[src/rtl/sync_fifo_param_if.sv]
// rtl/sync_fifo_param_if.sv - producer/consumer handshake and status bundle for sync_fifo_param
interface sync_fifo_param_if #(
    parameter int WIDTH = 8,
    parameter int DEPTH = 16
);
    logic                     wr;
    logic [WIDTH-1:0]         din;
    logic                     rd;
    logic [WIDTH-1:0]         dout;
    logic                     dout_valid;
    logic                     full;
    logic                     empty;
    logic                     almost_full;
    logic                     almost_empty;
    logic [$clog2(DEPTH):0]   count;
    logic                     overflow;
    logic                     underflow;
    logic                     err_clr;

    modport master (
        output wr, din, rd, err_clr,
        input  dout, dout_valid, full, empty, almost_full, almost_empty,
               count, overflow, underflow
    );

    modport slave (
        input  wr, din, rd, err_clr,
        output dout, dout_valid, full, empty, almost_full, almost_empty,
               count, overflow, underflow
    );
endinterface

[src/rtl/sync_fifo_param.sv]
// rtl/sync_fifo_param.sv - parametrised single-clock FIFO with occupancy, threshold and sticky error flags
// SYNC_FIFO_FWFT_EN selects first-word fall-through reads; default is registered 1-cycle read.
module sync_fifo_param #(
    parameter int WIDTH     = 8,
    parameter int DEPTH     = 16,
    parameter int AF_MARGIN = 2,
    parameter int AE_MARGIN = 2
) (
    input  logic                  clk,
    input  logic                  rst,
    sync_fifo_param_if.slave      bus
);
    localparam int AW = $clog2(DEPTH);
    localparam int CW = AW + 1;

    logic [WIDTH-1:0] mem [DEPTH];
    logic [AW-1:0]    wrptr;
    logic [AW-1:0]    rdptr;
    logic [CW-1:0]    count_q;
    logic             overflow_q;
    logic             underflow_q;
    logic             full;
    logic             empty;
    logic             wr_ok;
    logic             rd_ok;
    logic             wr_rej;
    logic             rd_rej;

    assign full   = (count_q == CW'(DEPTH));
    assign empty  = (count_q == '0);
    // A full FIFO can still take a write when the same cycle pops a word.
    assign rd_ok  = bus.rd && !empty;
    assign wr_ok  = bus.wr && (!full || rd_ok);
    assign wr_rej = bus.wr && !wr_ok;
    assign rd_rej = bus.rd && empty;

    always_ff @(posedge clk) begin
        if (wr_ok) begin
            mem[wrptr] <= bus.din;
        end
    end

    always_ff @(posedge clk) begin
        if (!rst) begin
            wrptr   <= '0;
            rdptr   <= '0;
            count_q <= '0;
        end else begin
            if (wr_ok) begin
                wrptr <= wrptr + 1'b1;
            end
            if (rd_ok) begin
                rdptr <= rdptr + 1'b1;
            end
            if (wr_ok && !rd_ok) begin
                count_q <= count_q + 1'b1;
            end else if (rd_ok && !wr_ok) begin
                count_q <= count_q - 1'b1;
            end
        end
    end

    // A fresh error in the clearing cycle keeps the flag set.
    always_ff @(posedge clk) begin
        if (!rst) begin
            overflow_q  <= 1'b0;
            underflow_q <= 1'b0;
        end else begin
            if (wr_rej) begin
                overflow_q <= 1'b1;
            end else if (bus.err_clr) begin
                overflow_q <= 1'b0;
            end
            if (rd_rej) begin
                underflow_q <= 1'b1;
            end else if (bus.err_clr) begin
                underflow_q <= 1'b0;
            end
        end
    end

`ifdef SYNC_FIFO_FWFT_EN
    assign bus.dout       = mem[rdptr];
    assign bus.dout_valid = !empty;
`else
    logic [WIDTH-1:0] dout_q;
    logic             dout_valid_q;

    always_ff @(posedge clk) begin
        if (!rst) begin
            dout_q       <= '0;
            dout_valid_q <= 1'b0;
        end else begin
            dout_valid_q <= rd_ok;
            if (rd_ok) begin
                dout_q <= mem[rdptr];
            end
        end
    end

    assign bus.dout       = dout_q;
    assign bus.dout_valid = dout_valid_q;
`endif

    assign bus.count        = count_q;
    assign bus.full         = full;
    assign bus.empty        = empty;
    assign bus.almost_full  = (count_q >= CW'(DEPTH - AF_MARGIN));
    assign bus.almost_empty = (count_q <= CW'(AE_MARGIN));
    assign bus.overflow     = overflow_q;
    assign bus.underflow    = underflow_q;
endmodule

[src/flat_wrapper.sv]
// flat-port wrapper written by rule: the top's interface ports become plain ports
module sync_fifo_param_flat 
#(
    parameter int WIDTH     = 8,
    parameter int DEPTH     = 16,
    parameter int AF_MARGIN = 2,
    parameter int AE_MARGIN = 2
)
  (clk, rst, bus_wr, bus_din, bus_rd, bus_err_clr, bus_dout, bus_dout_valid, bus_full, bus_empty, bus_almost_full, bus_almost_empty, bus_count, bus_overflow, bus_underflow);
  sync_fifo_param_if #(.WIDTH(WIDTH), .DEPTH(DEPTH)) bus_i ();
  input  logic clk;
  input  logic rst;
  input wire logic [$bits(bus_i.wr)-1:0] bus_wr;
  input wire logic [$bits(bus_i.din)-1:0] bus_din;
  input wire logic [$bits(bus_i.rd)-1:0] bus_rd;
  input wire logic [$bits(bus_i.err_clr)-1:0] bus_err_clr;
  output wire logic [$bits(bus_i.dout)-1:0] bus_dout;
  output wire logic [$bits(bus_i.dout_valid)-1:0] bus_dout_valid;
  output wire logic [$bits(bus_i.full)-1:0] bus_full;
  output wire logic [$bits(bus_i.empty)-1:0] bus_empty;
  output wire logic [$bits(bus_i.almost_full)-1:0] bus_almost_full;
  output wire logic [$bits(bus_i.almost_empty)-1:0] bus_almost_empty;
  output wire logic [$bits(bus_i.count)-1:0] bus_count;
  output wire logic [$bits(bus_i.overflow)-1:0] bus_overflow;
  output wire logic [$bits(bus_i.underflow)-1:0] bus_underflow;
  assign bus_i.wr = bus_wr;
  assign bus_i.din = bus_din;
  assign bus_i.rd = bus_rd;
  assign bus_i.err_clr = bus_err_clr;
  assign bus_dout = bus_i.dout;
  assign bus_dout_valid = bus_i.dout_valid;
  assign bus_full = bus_i.full;
  assign bus_empty = bus_i.empty;
  assign bus_almost_full = bus_i.almost_full;
  assign bus_almost_empty = bus_i.almost_empty;
  assign bus_count = bus_i.count;
  assign bus_overflow = bus_i.overflow;
  assign bus_underflow = bus_i.underflow;
  sync_fifo_param #(.WIDTH(WIDTH), .DEPTH(DEPTH), .AF_MARGIN(AF_MARGIN), .AE_MARGIN(AE_MARGIN)) u_core (.clk(clk), .rst(rst), .bus(bus_i));
endmodule
[config.mk]
export PLATFORM = sky130hd
export DESIGN_NAME = sync_fifo_param_flat
export DESIGN_NICKNAME = d
export VERILOG_FILES = /design/src/rtl/sync_fifo_param_if.sv /design/src/rtl/sync_fifo_param.sv /design/src/flat_wrapper.sv
export SDC_FILE = /design/constraint.sdc
export NUM_CORES = 1
export LEC_CHECK = 0
export BUFFER_PORTS_ARGS = -buffer_cell sky130_fd_sc_hd__buf_4
export CAP_MARGIN = 15
export CORE_MARGIN = 5
export CORE_UTILIZATION = 50
export DETAILED_ROUTE_END_ITERATION = 8
export PLACE_DENSITY = 0.67
export SYNTH_ARGS = -nofsm -noshare
export SYNTH_HDL_FRONTEND = slang
export SYNTH_SLANG_ARGS = --single-unit
[constraint.sdc]
create_clock -name clk -period 3.6 [get_ports clk]
set_clock_uncertainty 0.2 [all_clocks]
set_input_delay 0.36 -clock clk [delete_from_list [all_inputs] [get_ports clk]]
set_output_delay 0.36 -clock clk [all_outputs]
set_load 0.005 [all_outputs]
==> results of run 1 <==
-- synthesized netlist by cell type, drive strengths merged, types with 4 or more instances --
cell and number:
edfxtp 128, mux2i 67, o22ai 32, dfxtp 24, nor2 17, nand2 15, buf 14, a21oi 12
and2 12, inv 12, o21ai 11, ha 9, nor4 9, clkbuf 6, xnor2 6, nor2b 4
nor3 4
-- cells by family after synthesis --
logic type,count (synthesis)
AOI/OAI and AO/OA,61
buffers and inverters,32
and+or+nand+nor,72
DFF,152
muxes,67
xor gates and xnor gates,9
adders and majority gates,10
-- through the flow --
step	utilization	hold WS (ns)	setup WS [ns]
2_1_floorplan	-	0.259	0.755
3_3_place_gp	0.543	0.317	0.743
3_5_place_dp	0.543	0.313	0.655
4_1_cts	0.593	0.0139	0.634
5_1_grt	0.593	0.0241	0.390
6_report	0.593	0.0237	0.629
-- cell usage in the layout, fill, tap and decap left out, types with 2 or more instances in the layout --
master | netlist | layout
bufinv_16 | 0 | 3
a21oi_1 | 11 | 11
nor2_1 | 17 | 17
clkbuf_1 | 5 | 4
ha_1 | 9 | 9
nand3b_1 | 3 | 3
inv_1 | 12 | 12
o22ai_1 | 32 | 32
nor2b_1 | 4 | 4
and2_1 | 11 | 11
nand2b_1 | 2 | 2
clkinv_2 | 0 | 3
mux2i_1 | 67 | 67
edfxtp_1 | 128 | 128
xnor2_1 | 6 | 6
nor3_1 | 4 | 4
nor4_1 | 8 | 8
buf_4 | 5 | 38
dfxtp_1 | 24 | 23
clkbuf_8 | 0 | 2
xor2_1 | 3 | 3
nand2_1 | 14 | 14
nand3_1 | 2 | 2
o21ai_0 | 11 | 11
clkbuf_16 | 0 | 17
-- critical path, delay by kind of cell (launching register included) --
family / cells / cell delay [ns]
multiplexers: 2 / 0.43
adder cells (fa/ha/maj): 2 / 0.54
buffers and inverters: 3 / 0.42
AND/OR/NAND/NOR: 1 / 0.44
flip-flops: 1 / 0.39
AO/OA/AOI/OAI: 3 / 0.47
-- where the power goes --
part / internal (mW) / leakage (nW) / total, mW / switching [mW]
logic: 0.357 / 0.719 / 0.787 / 0.430
registers: 2.02 / 1.35 / 2.12 / 0.107
clock network: 1.12 / 0.289 / 1.76 / 0.639
total: 3.50 / 2.36 / 4.67 / 1.18
-- layout make-up --
class                   instances  area [sq um]  share of cell area
flip-flops and latches        152          4330               0.608
multi-input cells             219          1660               0.234
clock buffers                  23           468              0.0657
repair buffers                 39           305              0.0429
well taps                     147           184              0.0258
clock inverters                 9           125              0.0176
inverters                      12          45.0             0.00633
-- routing by layer --
metal / part of all wire / global-route usage / vias up
li1: - / - / 1609
met1: 0.47 / 0.261 / 1644
met2: 0.47 / 0.267 / 95
met3: 0.052 / 0.0420 / 14
met4: 0.014 / 0.0680 / 0
met5: 0 / 0 / -
-- state kept, by name, indices dropped and copies added, names as in the netlist --
register	flops
u_core.bus.dout_valid	1
u_core.bus.count	5
u_core.wrptr	4
u_core.bus.overflow	1
u_core.bus.dout	8
u_core.rdptr	4
u_core.mem	128
u_core.bus.underflow	1
-- how the worst max path moves through the flow --
stage	slack, ns	to
2_1_floorplan	0.75	u_core.bus.count[4]$_SDFFE_PN0P_
3_3_place_gp	0.74	u_core.bus.count[4]$_SDFFE_PN0P_
3_5_place_dp	0.65	u_core.bus.count[4]$_SDFFE_PN0P_
4_1_cts	0.63	u_core.bus.count[4]$_SDFFE_PN0P_
5_1_grt	0.39	u_core.bus.count[4]$_SDFFE_PN0P_
6_report	0.63	u_core.bus.count[4]$_SDFFE_PN0P_
==> impl_results.md, run 1 <==
* Outcome: completed
* Post-CTS setup buffer count at 0
* R2R depth at 11
* Largest net degree at the start of global routing at 35
* Cell Rows at 40
* Final non-filler cell total at 601
* Total congestion overflow at 0
* Final Setup Violations at 0
* Hold path depth at 3
* Synth Register Bits at 152
* CP Class: flop to flop
* Rel. slew slack at 0.452
* Largest cells by area after synthesis: edfxtp_1 63%, mux2i_1 11%, dfxtp_1 7.8%
* Detailed-route via count at roughly 3,400
* Max-cap violations at 0
* Critical path launch point type: flop
* DR pass1 iterations at 5
* Top-area cell type share of the netlist area at 0.626
* Port buffer count at 32
* Post-layout instance area at 7120 sq um
* Post-synthesis mux area share at 0.109
* Hold Path Origin: bus_rd
* Post_cts resized at 0
* H-tree lvl count at 4
* Ys async rst share at 0
* Largest family of logic cells by synthesized area: multiplexers
* Total Power at between 4 and 5 mW
* Fraction of the mapped netlist area in adder cells at 0.0216
* DRT antenna net count at 0
* RSZ-0062 raised after global routing: no
* Fin. max-slew vios at 0
* Wirelength per Cell at 20.4 um
* Fillers at about 900
* Post-synth EDFFs at 128
* Register area share after synthesis at 0.704
* GRT Util Overall at 0.181
* Core Region at 12,000 sq um
* Main synth FF type: edfxtp_1
* Number of global-route vias before repair at roughly 3,300
* Post-Place Cells at around 570
* Global-route wire length before repair at between 15,000 and 20,000 um
* Post-route minimum period at between 2 and 3 ns
* Leakage at 2.36 nW
* Critical Path End Type: flop
* Post-synthesis cell count at between 400 and 500
* Vias per cell at approximately 5.6
* Antenna diode count at 0
* Area Growth Syn to Fin at 15.8%
* Critical Path AT at slightly above 3 ns
* # DRC at 0
* Final Hold Fails at 0
* Post-layout nets at between 400 and 500
* DRT iter0 DRCs at a little over 300
* Netlist cell types at 39
* XOR/XNOR share of the synthesized area at 0.0128
* Placed cell area at 6530 sq um
* Post-DP HPWL at about 8000 um
* DIE WIDTH at 121 um
* Area leader, netlist: edfxtp_1
* Reg-to-Reg End: u_core.bus.count[4]$_SDFFE_PN0P_
* Post-Syn Area per Cell at about 15 sq um
* Max rail drop VDD at 0.000355 V
* CP max-delay cell: nor4_4
* Full die area at between 10,000 and 15,000 sq um
* Crit. Startpoint: u_core.bus.count[0]$_SDFFE_PN0P_
* Synth Area in Compound Gates at 0.0621
* Clock Pin Slew Worst Setup and Hold Paths at 0.05 ns
* Total detailed-routing wirelength at 12,300 um
* Post-synthesis simple-gate area fraction at 0.0650
* Worst Max-Slew Pin Slew at 0.819 ns
* Mapped Nets at 426
* Ports at 33
* Reg2reg setup slack at 0.63 ns
* Critical path cell sequence: nor4_4 > a21oi_2 > buf_4 > inv_1 > ha_1 > inv_1 > ha_1 > a21o_1 > a21oi_1 > mux2i_1 > mux2i_1
* Worst path max stage delay at 0.44 ns
* Die Height at roughly 120 um
* Max Buffers Root-to-Sink at 2
* Max Freq at around 0.34 GHz
* CTS tree: built
* HP Class: primary input to flop
* Tcrit/Tclk final at 0.825
* Pwr/cell area at 656 nW/um^2
* Initial Utilization at 0.512
* Worst Hold Endpoint: u_core.bus.underflow$_SDFFE_PN0P_
* Final Wtd Congestion at between 0.8 and 0.9
* Reg-to-Reg Start: u_core.bus.count[0]$_SDFFE_PN0P_
* Netlist Area Pre-Place at 6140 sq um
* Layout cells sized above 1 at 0.163
* Total CTS buffers at 17
* Worst Path Required at 3.74 ns
* Worst Path Max Fanout at 22
* Clk Latency, worst-skew pair at about 0.41 ns
* Hold buffers post-CTS at 0
* CTS Sinks at 152
* Setup TNS at 0 ns
* Ys Warns at 0
* Initial antenna violation count at 0
* Clk root buf: clkbuf_16
Note: power is estimated with default switching activity, not from simulation.
==> inputs of run 2 (changes only) <==
--- a/config.mk
+++ b/config.mk
@@ -5,12 +5,13 @@
 export SDC_FILE = /design/constraint.sdc
 export NUM_CORES = 1
 export LEC_CHECK = 0
+export ABC_AREA = 1
 export BUFFER_PORTS_ARGS = -buffer_cell sky130_fd_sc_hd__buf_4
 export CAP_MARGIN = 15
 export CORE_MARGIN = 5
 export CORE_UTILIZATION = 50
 export DETAILED_ROUTE_END_ITERATION = 8
-export PLACE_DENSITY = 0.67
+export PLACE_DENSITY = 0.7
 export SYNTH_ARGS = -nofsm -noshare
 export SYNTH_HDL_FRONTEND = slang
 export SYNTH_SLANG_ARGS = --single-unit
==> constraint.sdc (replaced) <==
create_clock -name clk -period 2.5 [get_ports clk]
set_clock_uncertainty 0.2 [all_clocks]
set_input_delay 0.25 -clock clk [delete_from_list [all_inputs] [get_ports clk]]
set_output_delay 0.25 -clock clk [all_outputs]
set_load 0.005 [all_outputs]
==> run 2 against run 1 <==
Compared with the run above: first-iteration DRC count grew 2.6%; non-clock buffer count is 28 higher; hold slack improved by 0.26 ns; critical endpoint is now u_core.bus.count[3]$_SDFFE_PN0P_.
==> impl_results.md, run 2 <==
* CTS tree: built
* CP Class: flop to flop
* Initial antenna violation count at 0
* # DRC at 0
* Pwr/cell area at between 900 and 1000 nW/um^2
* Vias per cell at 5.01
* Area of the multi-input gates at ~1900 sq um
* Fin. max-slew vios at 0
* Rel. slew slack at 0.559
* Max-cap violations at 0
* Total CTS buffers at 17
* Post-layout nets at approximately 760
* Main synth FF type: edfxtp_1
* Post-Syn Area per Cell at ~9.8 sq um
* Die Height at 126 um
* Worst Path Max Fanout at 7
* Hold Path Origin: u_core.bus.underflow$_SDFFE_PN0P_
* DIE WIDTH at approximately 130 um
* CP max-delay cell: dfxtp_1
* Post-route minimum period at between 2 and 2.5 ns
* Clk Latency, worst-skew pair at between 0.4 and 0.5 ns
* HP Class: flop to flop
* Ys Warns at 0
* Synth Register Bits at 152
* Largest net degree at the start of global routing at between 40 and 50
* Hold path depth at 2
* RSZ-0062 raised after global routing: no
* Post-DP HPWL at approximately 9500 um
* Ports at 33
* Worst Max-Slew Pin Slew at between 0.6 and 0.7 ns
* Commonest non-fill, non-tap cells in the layout: 227 x nand2_1, 128 x edfxtp_1, 94 x nand3_1
* Final Setup Violations at 0
* Final Hold Fails at 0
* Post-synth EDFFs at 128
* Detailed-route via count at 4,642
* Outcome: completed
* Most common cell after layout, fill and taps aside: nand2_1
* Leakage at about 3.4 nW
* DR pass1 iterations at 5
* Layout cells sized above 1 at 0.124
* Crit. Startpoint: u_core.bus.count[3]$_SDFFE_PN0P_
* Fillers at 1,111
* Critical Path End Type: flop
* Mapped Nets at approximately 710
* Post-layout instance area at 7800 sq um
* Placed cell area at between 7000 and 8000 sq um
* Max Buffers Root-to-Sink at 2
* Post-CTS setup buffer count at 0
* H-tree lvl count at 4
* GRT Util Overall at 0.199
* Largest Register: u_core.mem
* Worst Path Required at approximately 2.6 ns
* DRT iter0 DRCs at ~320
* Max rail drop VDD at 0.000601 V
* CTS Sinks at 152
* Post-synth top cells: 227 x nand2_1, 128 x edfxtp_1, 94 x nand3_1, 90 x inv_1, 35 x nor2_1
* Total detailed-routing wirelength at ~15,000 um
* R2R depth at 12
* Critical Path AT at around 2.4 ns
* Cell Rows at 42
* Critical path cell sequence: nor2_4 > nand3_4 > nor2_4 > nor2_4 > ha_4 > inv_1 > ha_1 > nand3_1 > nand3_1 > xor2_1 > o21ai_0 > inv_1
* Register area share after synthesis at 0.646
* Area leader, netlist: edfxtp_1
* Reg area at about 4300 sq um
* Port buffer count at 32
* Largest cells by area after synthesis: edfxtp_1 57%, nand2_1 13%, dfxtp_1 7.2%
* Ys async rst share at 0
* Top-count cell post-synth: nand2_1
* Critical path launch point type: flop
* DRT antenna net count at 0
* Max Freq at roughly 0.44 GHz
* Clk root buf: clkbuf_16
* Initial Utilization at 0.508
* Tcrit/Tclk final at 0.907
* Area Growth Syn to Fin at 16.5%
* Full die area at ~16,000 sq um
* Worst slack, placed at 0.0854 ns
* Total Power at between 7 and 8 mW
* Top-area cell type share of the netlist area at 0.574
* Wirelength per Cell at about 16 um
* Post-synthesis cell count at about 680
* Netlist cell types at 30
* Global-route wire length before repair at roughly 24,000 um
* Worst Slack Setup Final at around 0.23 ns
* Core Region at roughly 13,000 sq um
* Max reg flops at 128
* Netlist Area Pre-Place at 6700 sq um
* Most frequent CP cell: nor2_4
* Worst path max stage delay at between 0.4 and 0.5 ns
* Final Wtd Congestion at 0.899
* Reg-to-Reg Start: u_core.bus.count[3]$_SDFFE_PN0P_
* Antenna diode count at 0
* Setup TNS at 0 ns
* Number of global-route vias before repair at ~4,600
* Total congestion overflow at 0
* Clock Pin Slew Worst Setup and Hold Paths at roughly 0.060 ns
==> run 2: cell count changes after synthesis, sizes merged, moves of 9 or more <==
| cell | previous run | this run |
|---|---|---|
| nand2 | 15 | 228 |
| nand3 | 2 | 96 |
| inv | 12 | 96 |
| mux2i | 67 | 0 |
| o22ai | 32 | 0 |
| nor2 | 17 | 40 |
| and2 | 12 | 0 |
| buf | 14 | 23 |
| nor4 | 9 | 0 |
==> run 2: metal layers <==
layer,vias to the layer above,global-route usage,part of all wire
li1,2331,-,-
met1,2165,0.257,0.43
met2,121,0.317,0.49
met3,25,0.0593,0.057
met4,0,0.0797,0.023
met5,-,0,0
==> run 2: power breakdown <==
group	leakage, nW	internal (mW)	switching [mW]
Sequential	1.35	2.89	0.111
Clock	0.236	1.22	0.906
Combinational	1.78	0.701	1.22
Total	3.37	4.82	2.24
==> run 2: repair_timing <==
| item | CTS | global route |
|---|---|---|
| hold endpoints to repair | 129 | 0 |
| gates resized for setup | 0 | 8 |
| hold buffers | 13 | 0 |
| endpoints found under the setup margin | 0 | 2 |
==> run 2: cell type report <==
| cell class | instances | share of cell area |
|---|---|---|
| Tap cell | 176 | 0.0282 |
| Clock inverter | 8 | 0.00449 |
| Multi-Input combinational cell | 406 | 0.241 |
| Clock buffer | 21 | 0.0565 |
| Inverter | 97 | 0.0470 |
| Timing Repair Buffer | 67 | 0.0686 |
| Sequential cell | 152 | 0.555 |
==> run 2: path summary, 6_finish.rpt <==
kind | endpoint | slack (ns)
max | u_core.bus.count[3]$_SDFFE_PN0P_ | 0.23
max reg2reg | u_core.bus.count[3]$_SDFFE_PN0P_ | 0.23
min reg2reg | u_core.bus.underflow$_SDFFE_PN0P_ | 0.29
min | u_core.bus.underflow$_SDFFE_PN0P_ | 0.29
==> run 2: critical path: cells and delay by family (launching register included) <==
family,cells,cell delay (ns)
buf+inv,2,0.12
compound gates,1,0.13
fa+ha+maj,2,0.53
flops,1,0.42
xor+xnor,1,0.15
simple gates,6,0.60
==> run 2: stage by stage <==
step	std cells	hold WS [ns]	util
floorplan	682	0.149	-
global placement	885	0.255	0.543
detailed placement	885	0.268	0.543
CTS	927	0.277	0.589
global route	927	0.308	0.591
finish	927	0.285	0.591
==> run 2: logic make-up after synthesis <==
kind of cell | Yosys count | share of synthesized area
AND/OR/NAND/NOR | 365 | 0.228
flip-flops | 152 | 0.646
buffers and inverters | 124 | 0.0790
AO/OA/AOI/OAI | 27 | 0.0219
adder cells (fa/ha/maj) | 10 | 0.0198
XOR/XNOR | 4 | 0.00523
